===== src/rtl/mips_writeback_stage.sv =====
// MIPS32 writeback stage: selects ALU result or extended load data and drives the register-file write port.
// Latency 1 cycle from transfer (ALU) or from mem_rvalid (load); in_ready low while a load is outstanding.
// Optional load-response timeout enabled by defining WB_LOAD_TIMEOUT_EN.
module mips_writeback_stage #(
    parameter int MIPS_REG_ADDR_W_m1 = 4,
    parameter int MIPS_REG_DATA_W_m1 = 31,
    parameter int TIMEOUT_CYCLES     = 64
) (
    input  logic                          clk,
    input  logic                          rst,
    input  logic                          in_valid,
    output logic                          in_ready,
    input  logic                          in_reg_write,
    input  logic                          in_mem_to_reg,
    input  logic [MIPS_REG_ADDR_W_m1:0]   in_write_addr,
    input  logic [MIPS_REG_DATA_W_m1:0]   in_alu_result,
    input  logic [1:0]                    in_load_size,
    input  logic                          in_load_signed,
    input  logic                          mem_rvalid,
    input  logic [MIPS_REG_DATA_W_m1:0]   mem_rdata,
    output logic                          RegWrite,
    output logic [MIPS_REG_ADDR_W_m1:0]   WriteAddr,
    output logic [MIPS_REG_DATA_W_m1:0]   WriteData,
    output logic                          fwd_valid,
    output logic [MIPS_REG_ADDR_W_m1:0]   fwd_addr,
    output logic                          load_error
);
    localparam int DW = MIPS_REG_DATA_W_m1 + 1;

    typedef enum logic [1:0] {S_IDLE, S_WRITE, S_WAIT_MEM} state_t;

    state_t                        state_q, state_d;
    logic [MIPS_REG_ADDR_W_m1:0]   addr_q, addr_d;
    logic [MIPS_REG_DATA_W_m1:0]   data_q, data_d;
    logic                          wr_en_q, wr_en_d;
    logic [1:0]                    size_q, size_d;
    logic                          sgn_q, sgn_d;
    logic [1:0]                    off_q, off_d;
    logic                          load_error_q, load_error_d;
    logic                          xfer;
    logic                          tmo_expire;
    logic [7:0]                    byte_v;
    logic [15:0]                   half_v;
    logic [MIPS_REG_DATA_W_m1:0]   load_val;

    assign xfer = in_valid && (state_q != S_WAIT_MEM);

    // Little-endian lane select; a halfword only looks at the upper offset bit.
    always_comb begin
        byte_v   = mem_rdata[{off_q, 3'b000} +: 8];
        half_v   = mem_rdata[{off_q[1], 4'b0000} +: 16];
        load_val = mem_rdata;
        case (size_q)
            2'b00:   load_val = {{(DW-8){sgn_q & byte_v[7]}}, byte_v};
            2'b01:   load_val = {{(DW-16){sgn_q & half_v[15]}}, half_v};
            default: load_val = mem_rdata;
        endcase
    end

`ifdef WB_LOAD_TIMEOUT_EN
    localparam int CW = $clog2(TIMEOUT_CYCLES + 1);
    logic [CW-1:0] tmo_q, tmo_d;

    always_comb begin
        tmo_d = '0;
        if (state_q == S_WAIT_MEM && !mem_rvalid) tmo_d = tmo_q + 1'b1;
    end

    always_ff @(posedge clk) begin
        if (rst) tmo_q <= '0;
        else     tmo_q <= tmo_d;
    end

    // A response arriving on the expiry cycle still completes the load.
    assign tmo_expire = (tmo_q == CW'(TIMEOUT_CYCLES - 1)) && !mem_rvalid;
`else
    assign tmo_expire = 1'b0;
`endif

    always_ff @(posedge clk) begin
        if (rst) begin
            state_q      <= S_IDLE;
            addr_q       <= '0;
            data_q       <= '0;
            wr_en_q      <= 1'b0;
            size_q       <= 2'b00;
            sgn_q        <= 1'b0;
            off_q        <= 2'b00;
            load_error_q <= 1'b0;
        end else begin
            state_q      <= state_d;
            addr_q       <= addr_d;
            data_q       <= data_d;
            wr_en_q      <= wr_en_d;
            size_q       <= size_d;
            sgn_q        <= sgn_d;
            off_q        <= off_d;
            load_error_q <= load_error_d;
        end
    end

    always_comb begin
        state_d      = state_q;
        addr_d       = addr_q;
        data_d       = data_q;
        wr_en_d      = wr_en_q;
        size_d       = size_q;
        sgn_d        = sgn_q;
        off_d        = off_q;
        load_error_d = load_error_q;
        unique case (state_q)
            S_IDLE, S_WRITE: begin
                if (xfer) begin
                    addr_d  = in_write_addr;
                    wr_en_d = in_reg_write && (in_write_addr != '0);
                    if (in_mem_to_reg) begin
                        size_d  = in_load_size;
                        sgn_d   = in_load_signed;
                        off_d   = in_alu_result[1:0];
                        state_d = S_WAIT_MEM;
                    end else begin
                        data_d  = in_alu_result;
                        state_d = S_WRITE;
                    end
                end else begin
                    state_d = S_IDLE;
                end
            end
            S_WAIT_MEM: begin
                if (mem_rvalid) begin
                    data_d  = load_val;
                    state_d = S_WRITE;
                end else if (tmo_expire) begin
                    load_error_d = 1'b1;
                    state_d      = S_IDLE;
                end
            end
            default: state_d = S_IDLE;
        endcase
    end

    always_comb begin
        in_ready   = (state_q != S_WAIT_MEM);
        RegWrite   = (state_q == S_WRITE) && wr_en_q;
        WriteAddr  = addr_q;
        WriteData  = data_q;
        fwd_valid  = (state_q != S_IDLE) && wr_en_q;
        fwd_addr   = addr_q;
        load_error = load_error_q;
    end
endmodule


===== config.mk =====
export PLATFORM = sky130hd
export DESIGN_NAME = mips_writeback_stage
export DESIGN_NICKNAME = d
export VERILOG_FILES = /design/src/rtl/mips_writeback_stage.sv
export SDC_FILE = /design/constraint.sdc
export NUM_CORES = 1
export LEC_CHECK = 0
export ABC_AREA = 0
export BUFFER_PORTS_ARGS = -buffer_cell sky130_fd_sc_hd__buf_2
export CAP_MARGIN = 20
export CELL_PAD_IN_SITES_DETAIL_PLACEMENT = 1
export CELL_PAD_IN_SITES_GLOBAL_PLACEMENT = 1
export CORE_UTILIZATION = 30
export CTS_BUF_LIST = sky130_fd_sc_hd__clkbuf_16
export CTS_CLUSTER_DIAMETER = 100
export DETAILED_ROUTE_END_ITERATION = 10
export HOLD_SLACK_MARGIN = 0.05
export PLACE_DENSITY_LB_ADDON = 0.1
export SLEW_MARGIN = 20
export SYNTH_ARGS = -nofsm -noshare
export SYNTH_HDL_FRONTEND = slang
export SYNTH_SLANG_ARGS = --single-unit

===== constraint.sdc =====
create_clock -name clk -period 1.7 [get_ports clk]
set_input_delay 0.34 -clock clk [delete_from_list [all_inputs] [get_ports clk]]
set_output_delay 0.34 -clock clk [all_outputs]
set_load 0.01 [all_outputs]

After elaboration in Yosys (flattened, before gate mapping)

Cells that the tools add are included.

Register bits after elaboration: 45
Input port bits: 78
Output and inout port bits: 46
Word-level logic and storage cells: 40

Eq/ne operators: 7
Shifts and indexed selects: 2
Multiplexer cells: 9
Bitwise logic cells: 2
Reductions and logical operators: 13

Operators by type and width:

| operator           | number |
|---|---|
| $pmux 32 s2        | 2 |
| $mux 32            | 3 |
| $shiftx 32x6->16   | 1 |
| $shiftx 32x6->8    | 1 |
| $ne 2x2->1 const B | 4 |
| $mux 2             | 3 |
| $reduce_bool 5->1  | 1 |
| $eq 2x1->1 const B | 2 |
| $logic_and 1x1->1  | 4 |
| $logic_not 2->1    | 2 |
| $pmux 2 s2         | 1 |
| $reduce_and 4->1   | 1 |
| $reduce_bool 2->1  | 2 |
| $reduce_and 3->1   | 1 |
| $and 1x1->1        | 2 |
| $eq 2x2->1 const B | 1 |
| $reduce_and 2->1   | 1 |
| $reduce_or 2->1    | 1 |

Longest topological paths before layout

Gate-level depths: netlist of run 1.

Depth after elaboration: 5
Gate-level depth with buffers: 8
Mapped depth without buffers: 5

Least setup slack after synthesis of run 1

OpenSTA, ideal clock, no wires.

Path type: reg2reg
Start point: register off_q[1]
End point: register data_q[20], in the netlist WriteData[20]
Library setup time: 0.117 ns
Data arrival time: 1.531 ns
Data required time: 1.583 ns
Setup slack: 0.052 ns
Cell stages (with the launch flop): 7
Path buffers: 2
Period minus slack after synthesis: 1.648 ns
Cell sequence: dfxtp_1 -> buf_6 -> mux2_4 -> a221oi_4 -> buf_6 -> nand2_1 -> a32o_1

Longest elaborated chain between the ends: 5
Elaborated cells on any way between the ends: 7
Those cells by class: 2 x shift; 3 x mux; 2 x bitwise

Ends and longest elaborated chain:

| item                                                       | line   | RTL |
|---|---|---|
| start: declaration                                         | 38     | `logic [1:0] off_q, off_d;` |
| start signal: assignment                                   | 88     | `off_q <= 2'b00;` |
| start signal: assignment                                   | 97     | `off_q <= off_d;` |
| $shiftx 32x6->16 / $shiftx 32x6->8 (equally long branches) | 51, 50 |  |
| $and 1x1->1 (on tied branches)                             | 55, 54 |  |
| $pmux 32 s2 *                                              | 53     | `case (size_q)` |
| $mux 32 *                                                  | 130    | `if (mem_rvalid) begin` |
| $pmux 32 s2 *                                              | 111    | `unique case (state_q)` |
| end signal: assignment                                     | 93     | `data_q <= data_d;` |
| end: declaration                                           | 34     | `logic [MIPS_REG_DATA_W_m1:0] data_q, data_d;` |

Every way passes the cells marked *; elsewhere a longest branch is shown, timed or not. The select of a mux whose other input is x is not followed.
A chain may end at the register's enable or synchronous reset.

Worst setup path after layout of run 1

Start point: register state_q[1]
End point: register data_q[10], in the netlist WriteData[10]

Longest elaborated chain between the ends: 4
Elaborated cells on any way between the ends: 12
Those cells by class: 6 x eq/ne; 1 x mux; 5 x reduce/logical

Ends and longest elaborated chain:

| item                                                                    | line    | RTL |
|---|---|---|
| start: declaration                                                      | 32      | `state_t state_q, state_d;` |
| start signal: assignment                                                | 91      | `state_q <= state_d;` |
| $eq 2x1->1, or another cell as far along                                | 111     |  |
| $reduce_or 2->1 / $logic_and 1x1->1 (equally long branches)             | 111, 46 |  |
| $ne 2x2->1 (no source line) / $reduce_bool 2->1 (equally long branches) | --      |  |
| $reduce_and 4->1 (no source line)                                       | --      |  |

Several ways; a longest one is shown, not always the timed one.

==> results of run 1 <==
==> routing by layer <==
| metal | global-route usage | wire length [um] | part of all wire |
|---|---|---|---|
| met1 | 0.2718 | 4545 | 0.44 |
| met2 | 0.3716 | 4985 | 0.49 |
| met3 | 0.04408 | 587 | 0.057 |
| met4 | 0.05855 | 151 | 0.015 |
| met5 | 0 | 0 | 0 |
==> timing repair <==
item | 4_1_cts | 5_1_grt
buffers inserted | 3 | 3
resized for setup | 11 | 19
endpoints found under the setup margin | 29 | 30
pin swaps | 1 | 7
gates cloned | 0 | 0
==> logic make-up (layout without fill, tap and decap cells) <==
kind of cell	after synthesis	count (layout)
AOI/OAI and AO/OA	105	105
muxes	15	15
buffers and inverters	36	168
and+or+nand+nor	139	139
DFF	45	45
other	1	1
==> worst paths after layout <==
path,start,to
setup / recovery,state_q[1]$_SDFFE_PP0N_,WriteData[10]$_SDFFE_PP0P_
hold / removal,in_load_size[0],size_q[0]$_SDFFE_PP0P_
setup reg to reg,state_q[1]$_SDFFE_PP0N_,WriteData[10]$_SDFFE_PP0P_
hold reg to reg,WriteData[19]$_SDFFE_PP0P_,WriteData[19]$_SDFFE_PP0P_
==> stage by stage <==
step / cell area [um2] / util
global placement: 3535 / 0.4053
detailed placement: 3541 / 0.4060
floorplan: 2701 / -
global route: 3869 / 0.4436
CTS: 3761 / 0.4313
finish: 3869 / 0.4436
==> state kept, by name (all words and copies together), names as in the netlist <==
signal     cells
WriteData     32
off_q          2
wr_en_q        1
state_q        2
sgn_q          1
WriteAddr      5
size_q         2
==> report_power, final <==
| group | leakage [nW] | internal [W] | switching, W |
|---|---|---|---|
| Clock | 0.0797 | 0.000683 | 0.000406 |
| Sequential | 0.370 | 0.00113 | 0.0000475 |
| Combinational | 1.29 | 0.000358 | 0.000408 |
| Total | 1.74 | 0.00217 | 0.000861 |
==> cells in the mapped netlist (all sizes together), types with 2 or more instances <==
cell type  number
dfxtp          45
nand3          11
nand2b          2
nor3            2
o21a            2
a221oi          8
a21oi          38
nor2           42
and3            2
or3             7
o21ai          10
clkbuf          8
nand2          54
buf            25
inv             2
o211ai          8
a32o           14
a2111oi         9
a22o            2
mux2i           6
and2b           2
o22ai           2
o211a           6
nor2b           9
nor3b           3
mux2            8
==> worst reg2reg max path: stages, from the launching register on <==
cell,delay [ns]
dfxtp_1,0.32
buf_4,0.16
or3b_4,0.42
a221o_2,0.47
o21ai_1,0.11
a221oi_1,0.09
==> area by class of cell <==
| cell class | count | area [um2] | share of cell area |
|---|---|---|---|
| Timing Repair Buffer | 158 | 972.2 | 0.2513 |
| Tap cell | 108 | 135.1 | 0.03493 |
| Sequential cell | 45 | 904.6 | 0.2338 |
| Multi-Input combinational cell | 260 | 1682 | 0.4347 |
| Inverter | 3 | 15.01 | 0.003881 |
| Clock inverter | 2 | 35.03 | 0.009056 |
| Clock buffer | 5 | 125.1 | 0.03234 |
==> flow_summary.json, run 1 <==
{
  "synth_top_area_share": 0.3335,
  "critPathLaunchType": "flip-flop",
  "clkTransAtPathRegs_ns": 0.06,
  "vias": 3113,
  "period_minus_slack_ns": 1.704,
  "area_growth_pct": 43.21,
  "final_common_cell": "buf_2",
  "grt_setup_unrepaired": "true",
  "yosysWarnings": 0,
  "die_h_um": 96.89,
  "syn_inst": 341,
  "gp_congestion": 0.7757,
  "num_rows": 34,
  "final_cells": 581,
  "syn_nets": 419,
  "numCtsBuffers": 5,
  "ys_seq_area_frac": 0.3335,
  "rr_worst_depth": 5,
  "ff2ff_setup_slack_ns": -0.004,
  "critPathMaxStageDelay_ns": 0.47,
  "drtIter0Drc": 98,
  "cts_num_sinks": 45,
  "ys_ff_latch": 45,
  "final_nets": 551,
  "cts_tree": "built",
  "dr.pass1.iters": 4,
  "insertion_delay_ns": 0.28,
  "layout_setup_ws_ns": -0.004245,
  "antenna_found_initial": 0,
  "hpwl_mm": 7.848,
  "hp-class": "in2reg",
  "min_path_cells": 3,
  "num_antenna_cells": 0,
  "synth_fa_ha_area_frac": 0,
  "drv_slew": 0,
  "synthesis.area_mm2": 0.002701,
  "core_area_mm2": 0.008721,
  "synthMuxAreaShare": 0.06670,
  "dp_slack_ns": -0.09226,
  "vias_per_cell": 5.358,
  "cts_buffer_depth": 2,
  "port_buffers": 122,
  "root_buffer": "clkbuf_16",
  "setup-tns-final_ns": -0.004245,
  "synth-xor-area-share": 0,
  "place_inst": 568,
  "p_leak_nw": 1.742,
  "die_w_um": 96.89,
  "drc": 0,
  "wl_per_cell_um": 17.67,
  "drive_gt1_frac": 0.4207,
  "grt_max_degree": 33,
  "synth_edf_count": 0,
  "die_area_mm2": 0.009388,
  "htree_levels": 2,
  "worstPathCellList": "buf_4 -> or3b_4 -> a221o_2 -> o21ai_1 -> a221oi_1",
  "synth_area_leader_cell": "dfxtp_1",
  "holdBufCountCts": 0,
  "finalCritPeriodShare": 1.002,
  "io_pins": 124,
  "path_class": "reg2reg",
  "layout_common_cells": "buf_2 (122), nand2_1 (53), dfxtp_1 (44)",
  "cp_num_cells": 5,
  "fin_hold_ws_ns": 0.3011,
  "grt_pass1_wl_mm": 16.28,
  "synthTopCellsByArea": "dfxtp_1 (33%), nand2_1 (7.5%), a21oi_1 (6.9%)",
  "setup_viol": 1,
  "grt_overflow": 0,
  "hold_violations": 0,
  "synth_top_family_by_area": "compound AO/OA/AOI/OAI gates",
  "vdd_ir_drop_max_mv": 0.3944,
  "ant_nets": 0,
  "fmax_mhz": 586.8,
  "p_total_w": 0.003030,
  "fin_skew_ns": 0.003426,
  "async_flop_share": 0,
  "start_util": 0.3098,
  "cp.arrival_ns": 1.85,
  "slowest_stage": "a221o_2",
  "wirelength_mm": 10.27,
  "violations": "setup timing",
  "syn_avg_cell_area_um2": 7.922,
  "critPathBufInv": 1,
  "drv_cap": 0,
  "powerDensity_mw_per_mm2": 783.2,
  "grt_pass1_vias": 3199,
  "worstSetupEndpointType": "flip-flop",
  "n_fill_cell": 1099,
  "critPathMaxFanout": 6,
  "synth_cell_types": 51,
  "yosys.area_share.simple": 0.2358,
  "cpLargestDelayFamily": "compound AO/OA/AOI/OAI gates",
  "required_ns": 1.85,
  "synth-compound-area-share": 0.2890,
  "synth_ff_type": "dfxtp_1",
  "grtUsageTotal": 0.2156,
  "outcome": "complete, but fails checks"
}
Power figures use the tool's default switching activity.
==> inputs of run 2 (changes only) <==
CORE_UTILIZATION = 31   (was 30)
CTS_BUF_LIST = sky130_fd_sc_hd__clkbuf_8   (was sky130_fd_sc_hd__clkbuf_16)
==> run 2 against run 1 <==
The run still ends with setup timing left. Sequential share of layout area shrank 0.15 points. Sequential cell count stayed put. First-iteration DRC count is 17% lower. Total power is 5.7% lower. Critical path depth decreased by 1. Core utilization grew 2.4 points. Wire length is 0.55% higher. Largest power group unchanged.
==> flow_summary.json, run 2 (synthesis results as in run 1) <==
{
  "outcome": "complete, but fails checks",
  "violations": "setup timing",
  "power_frac_clock": 0.313,
  "numCtsBuffers": 5,
  "vias_per_cell": 5.335,
  "num_rows": 33,
  "die_h_um": 95.35,
  "cts_num_sinks": 45,
  "num_antenna_cells": 0,
  "path_class": "reg2reg",
  "cts_tree": "built",
  "worstSetupEndpointType": "flip-flop",
  "htree_levels": 2,
  "drtIter0Drc": 81,
  "drive_gt1_frac": 0.4438,
  "place_inst": 569,
  "swShare": 0.3084,
  "vdd_ir_drop_max_mv": 0.4544,
  "hold_violations": 0,
  "gp_congestion": 0.8705,
  "grt_overflow": 0,
  "final_common_cell": "buf_2",
  "n_fill_cell": 1056,
  "holdBufCountCts": 0,
  "final_area_mm2": 0.003904,
  "root_buffer": "clkbuf_8",
  "antenna_found_initial": 0,
  "drc": 0,
  "largest_register_ffs": 32,
  "seq_power_share": 0.412,
  "layout_common_cells": "buf_2 (121), nand2_1 (53), dfxtp_1 (42)",
  "clkTransAtPathRegs_ns": 0.10,
  "power_switching_w": 0.0008807,
  "critPathMaxStageDelay_ns": 0.54,
  "start_util": 0.3239,
  "slowest_stage": "mux4_2",
  "insertion_delay_ns": 0.31,
  "area_growth_pct": 44.51,
  "ant_nets": 0,
  "grtUsageTotal": 0.2238,
  "p_leak_nw": 1.759,
  "hp-class": "in2reg",
  "grt_max_degree": 26,
  "pwr-share-comb": 0.275,
  "drv_cap": 0,
  "dr.pass1.iters": 4,
  "p_int_w": 0.001975,
  "powerDensity_mw_per_mm2": 731.6,
  "cp.arrival_ns": 1.90,
  "critPathMaxFanout": 6,
  "cts_buffer_depth": 2,
  "vias": 3121,
  "die_area_mm2": 0.009092,
  "final_nets": 557,
  "drv_slew": 0,
  "required_ns": 1.90,
  "grt_setup_unrepaired": "true",
  "io_pins": 124,
  "wl_per_cell_um": 17.65,
  "fin_skew_ns": 0.004473,
  "place_area_mm2": 0.003561,
  "die_w_um": 95.35,
  "wirelength_mm": 10.33,
  "fmax_mhz": 586.7,
  "layout_setup_ws_ns": -0.004461,
  "final_cells": 585,
  "finalCritPeriodShare": 1.003,
  "core_area_mm2": 0.008341,
  "period_minus_slack_ns": 1.704,
  "worstPathCellList": "mux4_2 -> a221o_2 -> o21ai_1 -> a221oi_1",
  "grt_pass1_wl_mm": 15.48,
  "critPathLaunchType": "flip-flop",
  "hpwl_mm": 7.619,
  "port_buffers": 122,
  "grt_pass1_vias": 3082,
  "setup_viol": 1
}
## run 2: cell count changes in the layout (fill, tap and decap cells not counted), moves of 2 or more
| cell | previous run | this run |
|---|---|---|
| dfxtp_2 | 0 | 2 |
| buf_6 | 1 | 3 |
| a221oi_2 | 3 | 5 |
| buf_4 | 28 | 33 |
| clkbuf_16 | 5 | 2 |
| a2111oi_1 | 6 | 3 |
| dfxtp_1 | 44 | 42 |
| buf_12 | 7 | 5 |
| a2111oi_2 | 3 | 6 |
| a221oi_1 | 4 | 2 |
| clkinv_2 | 2 | 0 |
| clkbuf_8 | 0 | 6 |
## run 2: final timing paths
kind / startpoint / end / slack, ns / cells after the start
min: in_write_addr[2] / WriteAddr[2]$_SDFFE_PP0P_ / 0.27 / 3
max reg2reg: off_q[1]$_SDFFE_PP0P_ / WriteData[9]$_SDFFE_PP0P_ / -0.004 / 4
max: off_q[1]$_SDFFE_PP0P_ / WriteData[9]$_SDFFE_PP0P_ / -0.004 / 4
min reg2reg: WriteData[30]$_SDFFE_PP0P_ / WriteData[30]$_SDFFE_PP0P_ / 0.47 / 1
## run 2: stage by stage
stage                TNS [ns]    util  hold slack (ns)  worst slack, ns  total power (W)
floorplan                   0       -           0.4638          0.05192         0.001578
global route          -0.1260  0.4680           0.2734         -0.04272         0.002992
detailed placement     -1.399  0.4269           0.4535          -0.1256         0.001908
global placement       -3.759  0.4260           0.4495          -0.2654         0.001891
CTS                  -0.01031  0.4464           0.2650         -0.01031         0.002812
finish              -0.004461  0.4680           0.2702        -0.004461         0.002856
## run 2: power by group through the flow
stage	registers (W)	logic, W	clock network [W]
after floorplan	0.00122	0.000358	0
after global placement	0.00120	0.000693	0
after detailed placement	0.00120	0.000709	0
after CTS	0.00118	0.000724	0.000912
after global routing	0.00119	0.000852	0.000951
final	0.00118	0.000784	0.000895
## run 2: area by class of cell
type | instances | area [um2] | share of cell area
tap | 105 | 131.4 | 0.03365
multi-input combinational | 260 | 1692 | 0.4333
inverter | 3 | 16.27 | 0.004167
sequential | 45 | 907.1 | 0.2324
clock inverter | 2 | 37.54 | 0.009615
timing repair buffer | 164 | 1037 | 0.2657
clock buffer | 6 | 82.58 | 0.02115
## run 2: critical path: cells and delay by family, from the launching register on
kind,cells,cell delay (ns)
compound gates,3,0.66
flops,1,0.40
mux,1,0.54
## run 2: timing repair
action	in CTS	in global routing
gates cloned	0	2
setup endpoints to repair	27	28
pin swaps	2	6
gates resized for setup	17	24
hold endpoints to repair	0	0
buffers inserted	1	6
## run 2: layer usage
metal / wire length (um) / global-route usage / up-vias / part of all wire
met4: 97 / 0.05429 / 0 / 0.0094
met3: 550 / 0.03589 / 9 / 0.053
met1: 4688 / 0.2901 / 1507 / 0.45
met2: 4989 / 0.3845 / 96 / 0.48
met5: 0 / 0 / - / 0
li1: - / - / 1509 / -
